$ cat config.mk
export PLATFORM = sky130hd
export DESIGN_NAME = coord_bcd_converter
export DESIGN_NICKNAME = d
export VERILOG_FILES = /design/src/rtl/coord_bcd_converter_pkg.sv /design/src/rtl/coord_bcd_converter_bcd_dabble_step.sv /design/src/rtl/coord_bcd_converter.sv
export SDC_FILE = /design/constraint.sdc
export NUM_CORES = 1
export LEC_CHECK = 0
export BUFFER_PORTS_ARGS = -buffer_cell sky130_fd_sc_hd__buf_2
export CORE_MARGIN = 2
export CORE_UTILIZATION = 49
export DETAILED_ROUTE_END_ITERATION = 16
export PLACE_DENSITY = 0.74
export SYNTH_ARGS = -nofsm -noshare
export SYNTH_HDL_FRONTEND = slang
export SYNTH_SLANG_ARGS = --single-unit
export TNS_END_PERCENT = 20
$ cat constraint.sdc
create_clock -name clk -period 11.9 [get_ports clk]
set_input_delay 0 -clock clk [delete_from_list [all_inputs] [get_ports clk]]
set_output_delay 0 -clock clk [all_outputs]
set_load 0.1 [all_outputs]
$ cat src/rtl/coord_bcd_converter_pkg.sv
// Shared types for the tracker display path: target coordinate, BCD digit buffer
// and the converter FSM encoding.
package coord_bcd_converter_pkg;

  localparam int PT_COORD_W           = 8;
  localparam int BCD_DIGITS_PER_COORD = 4;
  localparam int BCD_SCRATCH_W        = 4 * BCD_DIGITS_PER_COORD;

  typedef logic [3:0]       bcd_digit_t;
  typedef bcd_digit_t [7:0] bcd_buf_t;

  typedef struct packed {
    logic [PT_COORD_W-1:0] x;
    logic [PT_COORD_W-1:0] y;
  } pt2D;

  typedef enum logic [1:0] {
    ST_IDLE   = 2'd0,
    ST_SHIFT  = 2'd1,
    ST_COMMIT = 2'd2
  } conv_state_e;

endpackage

$ cat src/rtl/coord_bcd_converter_bcd_dabble_step.sv
// One double-dabble iteration: add 3 to every BCD nibble >= 5, then shift left
// by one with the incoming binary bit entering bit 0.
module bcd_dabble_step
  import coord_bcd_converter_pkg::*;
(
  input  logic [BCD_SCRATCH_W-1:0] i_scratch,
  input  logic                     i_bit,
  output logic [BCD_SCRATCH_W-1:0] o_scratch
);

  logic [BCD_SCRATCH_W-1:0] w_corr;

  // Nibbles are at most 9 on entry, so the 4-bit sum cannot wrap.
  function automatic bcd_digit_t add3(input bcd_digit_t d);
    return (d >= 4'd5) ? bcd_digit_t'(d + 4'd3) : d;
  endfunction

  always_comb begin
    w_corr = '0;
    for (int i = 0; i < BCD_DIGITS_PER_COORD; i++) begin
      w_corr[4*i +: 4] = add3(i_scratch[4*i +: 4]);
    end
    o_scratch = {w_corr[BCD_SCRATCH_W-2:0], i_bit};
  end

endmodule

$ cat src/rtl/coord_bcd_converter.sv
// Sequential binary-to-BCD converter feeding the 7-segment tracker; x and y are
// converted in parallel, one bit per cycle, and committed atomically.
module coord_bcd_converter
  import coord_bcd_converter_pkg::*;
#(
  parameter int COORD_W = PT_COORD_W
) (
  input  logic     clk,
  input  logic     rst,
  input  pt2D      target,
  output bcd_buf_t digits,
  output logic     valid,
  output logic     busy
);

  localparam int CNT_W = $clog2(COORD_W + 1);

  conv_state_e              r_state;
  conv_state_e              w_state_nxt;
  pt2D                      r_src;
  pt2D                      r_last_conv;
  logic [COORD_W-1:0]       r_sh_x;
  logic [COORD_W-1:0]       r_sh_y;
  logic [BCD_SCRATCH_W-1:0] r_scr_x;
  logic [BCD_SCRATCH_W-1:0] r_scr_y;
  logic [BCD_SCRATCH_W-1:0] w_scr_x_nxt;
  logic [BCD_SCRATCH_W-1:0] w_scr_y_nxt;
  logic [CNT_W-1:0]         r_cnt;
  logic                     r_force;
  bcd_buf_t                 r_digits;
  logic                     r_valid;
  logic                     w_start;
  logic                     w_last_shift;

  assign w_start      = r_force || (target != r_last_conv);
  assign w_last_shift = (r_cnt == CNT_W'(COORD_W - 1));

  bcd_dabble_step u_step_x (
    .i_scratch (r_scr_x),
    .i_bit     (r_sh_x[COORD_W-1]),
    .o_scratch (w_scr_x_nxt)
  );

  bcd_dabble_step u_step_y (
    .i_scratch (r_scr_y),
    .i_bit     (r_sh_y[COORD_W-1]),
    .o_scratch (w_scr_y_nxt)
  );

  always_ff @(posedge clk) begin
    if (rst) r_state <= ST_IDLE;
    else     r_state <= w_state_nxt;
  end

  always_comb begin
    w_state_nxt = r_state;
    case (r_state)
      ST_IDLE:   if (w_start) w_state_nxt = ST_SHIFT;
      ST_SHIFT:  if (w_last_shift) w_state_nxt = ST_COMMIT;
      ST_COMMIT: w_state_nxt = ST_IDLE;
      default:   w_state_nxt = ST_IDLE;
    endcase
  end

  always_comb begin
    busy   = (r_state != ST_IDLE);
    digits = r_digits;
    valid  = r_valid;
  end

  // Scratch, shifters and counter need no reset: IDLE reloads them before use.
  always_ff @(posedge clk) begin
    if (rst) begin
      r_digits    <= '0;
      r_valid     <= 1'b0;
      r_last_conv <= '0;
      r_force     <= 1'b1;
    end else begin
      case (r_state)
        ST_IDLE: begin
          if (w_start) begin
            r_src   <= target;
            r_sh_x  <= target.x;
            r_sh_y  <= target.y;
            r_scr_x <= '0;
            r_scr_y <= '0;
            r_cnt   <= '0;
          end
        end
        ST_SHIFT: begin
          r_scr_x <= w_scr_x_nxt;
          r_scr_y <= w_scr_y_nxt;
          r_sh_x  <= r_sh_x << 1;
          r_sh_y  <= r_sh_y << 1;
          r_cnt   <= r_cnt + 1'b1;
        end
        ST_COMMIT: begin
          r_digits    <= {r_scr_y, r_scr_x};
          r_valid     <= 1'b1;
          r_last_conv <= r_src;
          r_force     <= 1'b0;
        end
        default: ;
      endcase
    end
  end

endmodule
Word-level counts from Yosys, hierarchy flattened
Cells that the tools add are included.

Flip-flop bits (word level): 120. Latch bits: 0. Memory bits (writable): 0. Bits in read-only memories: 0. Bits of input ports: 18. Output and inout port bits: 34. Logic and storage cells: 71. Memories kept: 0.

$add $sub $neg: 9. Multiply operators: 0. Div/mod/pow operators: 0. Order comparisons: 8. Equality and inequality tests: 6. Shift-type cells: 0. Muxes and demuxes: 20. Bitwise gates (word level): 1. Reductions and logical operators: 7.

Operators with widths (number): case mux 16 bit (2 select lines) (2); greater-or-equal comparator 4 x 3 -> 1 bit (second input constant) (8); case mux 8 bit (2 select lines) (2); 2-to-1 mux 4 bit (7); adder 4 x 2 -> 4 bit (second input constant) (6); 2-to-1 mux 16 bit (1); 2-to-1 mux 8 bit (2); != test 16 bit (1); case mux 4 bit (2 select lines) (1); adder 3 x 2 -> 3 bit (second input constant) (2); 2-to-1 mux 3 bit (2); AND reduction 3 bit (2); adder 4 x 1 -> 4 bit (second input constant) (1); equality test 4 x 3 -> 1 bit (second input constant) (1); 2-to-1 mux 2 bit (2); != test 2 bit (second input constant) (2); case mux 2 bit (2 select lines) (1); nonzero test 2 bit (2); equality test 2 x 1 -> 1 bit (second input constant) (1); equality test 2 bit (second input constant) (1); zero test 2 bit (1); AND reduction 2 bit (1); logical OR 1 bit (1); NOT 1 bit (1).

Depth between registers and ports, before layout
Gate-level depths: netlist of run 1.

Depth in word-level cells: 4. Mapped depth: 6.

Hierarchy
A second synthesis of run 1 with hierarchy kept.

Cells, all modules: 536. Area, all modules: 5300.1 um2.

Modules (own cells, without submodules): coord_bcd_converter (instances 1, cells an instance 414, area each 4514.3 um2); bcd_dabble_step (instances 2, cells an instance 61, area each 392.9 um2).

Worst setup path before layout of run 1
OpenSTA, ideal clock, no wires.

Path kind: register -> register. Start: register r_last_conv[15] in the netlist's numbering. End: register r_cnt[0], enable pin. Library setup time: 0.555 ns. Arrival time: 4.828 ns. Required time: 11.345 ns. Path slack: 6.516 ns. Cell stages (with the launch flop): 5. Path buffers: 0. Period minus slack after synthesis: 5.384 ns. Path through: dfxtp_1 > xnor2_1 > nand4_1 > nor3_2 > a311oi_1.

Longest elaborated chain between the ends: 4.

RTL lines: start: declaration (line coord_bcd_converter.sv:21) `pt2D r_last_conv;`; start signal: assignment (line coord_bcd_converter.sv:100) `r_last_conv <= r_src;`; != test 16 bit (line coord_bcd_converter.sv:35) `assign w_start = r_force || (target != r_last_conv);`; logical OR 1 bit (line coord_bcd_converter.sv:35); != test 2 bit (no line); AND reduction 3 bit (no line); end signal: assignment (line coord_bcd_converter.sv:95) `r_cnt <= r_cnt + 1'b1;`; end: declaration (line coord_bcd_converter.sv:28) `logic [CNT_W-1:0] r_cnt;`.

Every way passes these cells. A chain may end at the register's enable or synchronous reset.

Worst setup path in the final report of run 1
Start: register r_state[1]. End: register r_sh_y[7], data pin.

Longest elaborated chain between the ends: 2.

RTL lines: start: declaration (line coord_bcd_converter.sv:18) `conv_state_e r_state;`; start signal: assignment (line coord_bcd_converter.sv:52) `else r_state <= w_state_nxt;`; equality test 2 x 1 -> 1 bit / zero test 2 bit (equally long branches) (line coord_bcd_converter.sv:79) `case (r_state)`; case mux 8 bit (2 select lines) (*) (line coord_bcd_converter.sv:79); end signal: assignment (line coord_bcd_converter.sv:84) `r_sh_y <= target.y;`; end signal: assignment (line coord_bcd_converter.sv:94) `r_sh_y <= r_sh_y << 1;`; end: declaration (line coord_bcd_converter.sv:23) `logic [COORD_W-1:0] r_sh_y;`.

Every way passes the cells marked *; elsewhere a longest branch is shown, timed or not.

==> results of run 1 <==
[report_power, final]
part	switching, mW	internal [mW]	total, mW	leakage [nW]
sequential	0.0138	0.463	0.476	1.09
clock	0.176	0.298	0.474	0.274
combinational	0.0476	0.0358	0.0834	1.03
[state kept, by name, indices dropped and copies added (netlist names)]
signal	cells
r_sh_x	8
r_scr_x	16
r_sh_y	8
r_force	1
r_scr_y	16
valid	1
r_state	2
r_last_conv	16
r_cnt	4
digits	32
r_src	16
[synth_stat cells (all sizes together)]
library cell	n	share of area
a211oi	9	0.013
a21o	3	0.0044
a21oi	62	0.060
a221o	1	0.0019
a311oi	1	0.0017
a31oi	1	0.0012
and2	2	0.0024
and2b	1	0.0015
buf	15	0.019
clkbuf	7	0.0051
dfxtp	52	0.20
edfxtp	68	0.40
ha	17	0.041
inv	22	0.016
mux2	14	0.037
nand2	114	0.083
nand2b	9	0.011
nand3	2	0.0019
nand4	2	0.0024
nor2	27	0.020
nor2b	6	0.0073
nor3	7	0.0078
nor4	2	0.0036
o21ai	6	0.0058
o221ai	1	0.0017
o31ai	1	0.0015
or2	1	0.0012
xnor2	21	0.036
xor2	9	0.015
[stage by stage]
| stage | total power, mW | setup slack (ns) | cell area, um^2 | cells | utilization |
|---|---|---|---|---|---|
| 6_report | 1.03 | 9.80 | 6240 | 702 | 0.607 |
| 5_1_grt | 1.07 | 9.69 | 6240 | 702 | 0.607 |
| 4_1_cts | 1.04 | 9.78 | 6240 | 702 | 0.607 |
| 3_5_place_dp | 0.563 | 9.78 | 5530 | 654 | 0.538 |
| 3_3_place_gp | 0.557 | 9.86 | 5530 | 654 | 0.538 |
| 2_1_floorplan | 0.542 | 6.52 | 5160 | 483 | - |
[kinds of logic after synthesis]
group | after synthesis
xor+xnor | 30
mux | 14
compound gates | 85
flops | 120
fa+ha+maj | 17
buf+inv | 44
simple gates | 173
[layer usage]
layer,vias up,wire [um],share of wire,track usage
li1,1779,-,-,-
met1,1704,4300,0.43,0.225
met2,89,5070,0.51,0.322
met4,0,114,0.011,0.0677
met5,-,0,0,0
met3,11,515,0.051,0.0602
[path summary, 6_finish.rpt]
| check | endpoint | slack (ns) | cells past startpoint | start |
|---|---|---|---|---|
| max | r_sh_y[7] | 9.80 | 2 | r_state[1] |
| min | digits[18] | 0.08 | 3 | rst |
| max reg2reg | r_sh_y[7] | 9.80 | 2 | r_state[1] |
| min reg2reg | digits[18] | 0.45 | 2 | digits[18] |
[tightest hold or removal path, delay by kind of cell]
kind / cells / cell delay (ns)
buffers and inverters: 2 / 0.38
AOI/OAI and AO/OA: 1 / 0.17
[layout make-up]
| type | instances | share of cell area |
|---|---|---|
| flip-flops and latches | 120 | 0.494 |
| multi-input cells | 319 | 0.304 |
| inverters | 22 | 0.0132 |
| clock inverters | 8 | 0.0110 |
| repair buffers | 73 | 0.0738 |
| well taps | 136 | 0.0273 |
| clock buffers | 24 | 0.0772 |
==> run metrics, run 1 <==
status=finished clean; Slowest-stage cell, CP=nand2b_2; crit path max fanout=53; TritonCTS clock tree=built; starting density of the core=0.502; Placer Congestion=0.736; CP required=about 12 ns; combinational family with the most area after synthesis=simple AND/OR/NAND/NOR gates; worst-margin pin slew=~1.2 ns; clock slew at reported path FFs=approximately 0.050 ns; Worst Skew=0.00825 ns; vias per cell=5.10; final hold vios=0; # IOs=52; Leakage=around 2.4 nW; RSZ-0062 raised after global routing=false; critical path type=reg2reg; diode count=0; Hold WS=slightly below 0.08 ns; worst skew pair latency=0.52 ns; Storage cell area=a little over 3000 um^2; Yosys warning total=0; PwrDens=166 nW/um^2; Fill cells=around 850; number of port buffers=51; hold_buf cts=16; # DRC=0; setup TNS=0 ns; clock sinks=120; share of cells above drive strength 1=0.186; row cnt=37; Detail Placement HPWL=around 6000 um; drt total wl=10000 um; TritonCTS Buffers=17; CTS Buffer Depth=2; Worst VDD drop=0.106 mV; H-tree levels=4; mux cell area share after synthesis=0.0371; CP Cell Sequence=nand2b_2 -> mux2_2; initial antenna violation count=0; number of max-slew violations in the final report=0; CTS root buffer=clkbuf_8; library cells used by synthesis=34; Critical Path Sink Type=flop; Final min period=2.10 ns; vias in the first global route=3591; die height=107 um; pin count of the biggest net entering global routing=between 50 and 60; Rel. slew slack=0.196; largest incremental delay on the critical path=0.98 ns; Die ar.=around 11000 um^2; post-synthesis compound-gate area fraction=0.0914; Post-layout nets=588; worst path buffer plus inverter count=0; postcts setup bufs=0; Die X=107 um; Max-Cap Viols=0; DR iter-0 viols=approximately 140; Netlist Area Pre-Place=between 5000 and 6000 um^2; Peak Freq=476 MHz; Synth Instances=about 480; Layout area overhead=21.0%; hold crit path type=in2reg; WL/cell=around 14 um; Final ANT Viol Nets=0; vias=3583; post-synthesis average cell area=10.7 um^2; Worst setup SP type=flop; core area=between 10000 and 15000 um^2; CTS resizes=0; Global Route Usage Sum=0.189; post-synthesis simple-gate area fraction=0.142; Synth Area in Adders=0.0412; first-pass GRT wire length=16500 um; most common cell after layout, fill and taps aside=nand2_1; Period Utilization, post-route=0.176; Synth Area in XOR/XNOR=0.0509; setup violators final=0; Seq/Total Area, Yosys=0.597; CP delay by family, top=simple AND/OR/NAND/NOR gates; #FFs+latches synth=between 100 and 150; arrival time at the worst endpoint=2.36 ns; footprint of the multi-input gates=1890 um^2; gr ovfl total=0; commonest non-fill, non-tap cells in the layout=nand2_1 (114), edfxtp_1 (68), a21oi_1 (62), dfxtp_1 (52), buf_2 (51); drt first pass iters=4; Synthesized Nets=518
Note: power is estimated with default switching activity, not from simulation.
==> run 2: changes to the inputs <==
--- a/config.mk
+++ b/config.mk
@@ -9,7 +9,7 @@
 export CORE_MARGIN = 2
 export CORE_UTILIZATION = 49
 export DETAILED_ROUTE_END_ITERATION = 16
-export PLACE_DENSITY = 0.74
+export PLACE_DENSITY = 0.77
 export SYNTH_ARGS = -nofsm -noshare
 export SYNTH_HDL_FRONTEND = slang
 export SYNTH_SLANG_ARGS = --single-unit
==> constraint.sdc (replaced) <==
create_clock -name clk -period 1.75 [get_ports clk]
set_input_delay 0 -clock clk [delete_from_list [all_inputs] [get_ports clk]]
set_output_delay 0 -clock clk [all_outputs]
set_load 0.1 [all_outputs]
==> run 2 against run 1 <==
Via count increased by 1.2%. Global-route usage decreased by 0.30 points. First-iteration DRC count increased by 24%. Combinational power increased to 7.0 times the previous value. Cell area increased by 1.8%. Clock skew decreased by 0.0018 ns.
==> run metrics, run 2 (synthesized netlist as in run 1, its figures left out) <==
Layout area overhead=23.2% (was 21.0%); status=finished clean (unchanged); gr ovfl total=0 (unchanged); drt total wl=9870 um (was 10000 um); clock slew at reported path FFs=0.06 ns (was 0.05 ns); core area=10300 um^2 (unchanged); critical path type=reg2reg (unchanged); Rel. slew slack=0.626 (was 0.196); CP Cell Sequence=xor2_1 -> nor4_2 -> buf_4 -> a311oi_4 -> buf_12 (was nand2b_2 -> mux2_2); row cnt=37 (unchanged); Period Utilization, post-route=0.937 (was 0.176); H-tree levels=4 (unchanged); Placer Congestion=0.778 (was 0.736); Final min period=1.64 ns (was 2.10 ns); TritonCTS clock tree=built (unchanged); initial antenna violation count=1 (was 0); Worst Skew=0.00647 ns (was 0.00825 ns); max reg flops=32 (unchanged); hold crit path type=in2reg (unchanged); die height=107 um (unchanged); most common cell after layout, fill and taps aside=nand2_1 (unchanged); drt first pass iters=4 (unchanged); TritonCTS Buffers=17 (unchanged); Sw Ratio=0.245 (was 0.229); Critical Path Sink Type=flop (unchanged); # IOs=52 (unchanged); worst skew pair latency=0.52 ns (about the same); starting density of the core=0.502 (unchanged); Peak Freq=610 MHz (was 476 MHz); Slowest-stage cell, CP=dfxtp_1 (was nand2b_2); dpl cells=660 (was 654); Pint=5.28 mW (was 0.797 mW); Place WS=0.0512 ns (was 9.78 ns); # DRC=0 (unchanged); clock sinks=120 (unchanged); pin count of the biggest net entering global routing=53 (was 55); CTS Buffer Depth=2 (unchanged); setup violators final=0 (unchanged); PwrDens=1100 nW/um^2 (was 166 nW/um^2); worst-margin pin slew=0.561 ns (was 1.21 ns); vias=3627 (was 3583); first-pass GRT wire length=16400 um (was 16500 um); crit path max fanout=41 (was 53); Die ar.=11400 um^2 (unchanged); Final ANT Viol Nets=0 (unchanged); Sequential Power Share=0.463 (was 0.461); vias in the first global route=3539 (was 3591); largest incremental delay on the critical path=0.34 ns (was 0.98 ns); Clock power frac=0.453 (was 0.459); vias per cell=5.12 (was 5.10); number of port buffers=51 (unchanged); Comb pwr share=0.083 (was 0.081); DR iter-0 viols=178 (was 143); worst flop-to-flop path endpoint=r_scr_x[5] (was r_sh_y[7]); number of max-slew violations in the final report=0 (unchanged); Leakage=2.45 nW (was 2.40 nW); RSZ-0062 raised after global routing=true (was false); Max-Cap Viols=0 (unchanged); CTS root buffer=clkbuf_8 (unchanged); final hold vios=0 (unchanged); postcts setup bufs=0 (unchanged); hold path depth=3 (unchanged); switching power total=1.71 mW (was 0.237 mW); Die X=107 um (unchanged); Hold Path Sink=r_src[11] (was digits[18]); Detail Placement HPWL=6330 um (was 6090 um); Final Non-Filler Cells=709 (was 702); setup ws final=0.110 ns (was 9.80 ns); CP required=1.95 ns (was 12.16 ns); worst hold start=rst (unchanged); Post-layout nets=594 (was 588); reg2reg start=r_last_conv[14] (was r_state[1]); arrival time at the worst endpoint=1.84 ns (was 2.36 ns); Global Route Usage Sum=0.186 (was 0.189); R2R depth=5 (was 2); WL/cell=13.9 um (was 14.3 um); commonest non-fill, non-tap cells in the layout=nand2_1 (114), edfxtp_1 (68), a21oi_1 (59), buf_2 (51), dfxtp_1 (50) (was nand2_1 (114), edfxtp_1 (68), a21oi_1 (62), dfxtp_1 (52), buf_2 (51)); share of cells above drive strength 1=0.213 (was 0.186); R2R Setup Slk=0.11 ns (was 9.80 ns); Worst VDD drop=0.674 mV (was 0.106 mV); Worst setup SP type=flop (unchanged)
-- run 2: cell count changes in the layout (fill, tap and decap cells not counted), moves of 2 or more --
cell	previous run	this run
a21oi_2	0	3
clkbuf_1	4	0
clkbuf_8	3	1
clkinv_4	0	4
dfxtp_1	52	50
buf_4	6	9
a21oi_1	62	59
dfxtp_2	0	2
clkinvlp_4	1	5
buf_12	0	3
-- run 2: cell type report --
cell class / instances / area, um^2
clock inverters: 15 / 131
flip-flops and latches: 120 / 3090
well taps: 136 / 170
multi-input cells: 319 / 1930
repair buffers: 79 / 543
diodes: 1 / 2.50
inverters: 22 / 82.6
clock buffers: 17 / 414
fillers: 840 / 3920
-- run 2: worst max-delay path by stage --
stage                  endpoint  slack (ns)       startpoint  cells after the start
CTS                 r_scr_x[13]        0.03   r_last_conv[7]                      5
floorplan              r_cnt[0]       -0.77  r_last_conv[15]                      4
global placement    r_scr_y[13]        0.09   r_last_conv[7]                      5
global route         r_scr_y[7]      -0.001   r_last_conv[7]                      6
detailed placement  r_scr_x[11]        0.05   r_last_conv[7]                      5
finish               r_scr_x[5]        0.11  r_last_conv[14]                      5
-- run 2: per-layer routing --
layer | global-route usage | up-vias | wire, um
li1 | - | 1794 | -
met1 | 0.228 | 1743 | 4420
met2 | 0.307 | 75 | 4870
met3 | 0.0571 | 15 | 409
met4 | 0.0742 | 0 | 166
met5 | 0 | - | 0
-- run 2: critical path, delay by kind of cell (launching register included) --
kind / cells / cell delay [ns]
DFF: 1 / 0.34
and+or+nand+nor: 1 / 0.07
AOI/OAI and AO/OA: 1 / 0.27
xor gates and xnor gates: 1 / 0.20
buffers and inverters: 2 / 0.44
-- run 2: power by group through the flow --
stage               sequential, mW  clock (mW)  combinational, mW
floorplan                     3.28           0              0.399
global placement              3.28           0              0.514
detailed placement            3.29           0              0.545
CTS                           3.23        3.21              0.578
global route                  3.25        3.33              0.648
finish                        3.24        3.17              0.582
-- run 2: what timing repair did --
item / 4_1_cts / 5_1_grt
endpoints found under the hold margin: 33 / 0
setup endpoints to repair: 0 / 59
hold buffers: 16 / 0
gates resized for setup: 0 / 8
-- run 2: per-stage QoR --
| stage | hold WS [ns] | setup TNS [ns] | power (mW) | util | area [um^2] |
|---|---|---|---|---|---|
| floorplan | 0.0989 | -45.43 | 3.68 | - | 5180 |
| global placement | 0.230 | 0 | 3.80 | 0.546 | 5610 |
| detailed placement | 0.235 | 0 | 3.84 | 0.546 | 5610 |
| CTS | 0.0228 | 0 | 7.02 | 0.615 | 6320 |
| global route | 0.0458 | -0.00208 | 7.23 | 0.618 | 6350 |
| finish | 0.0403 | 0 | 6.99 | 0.618 | 6350 |
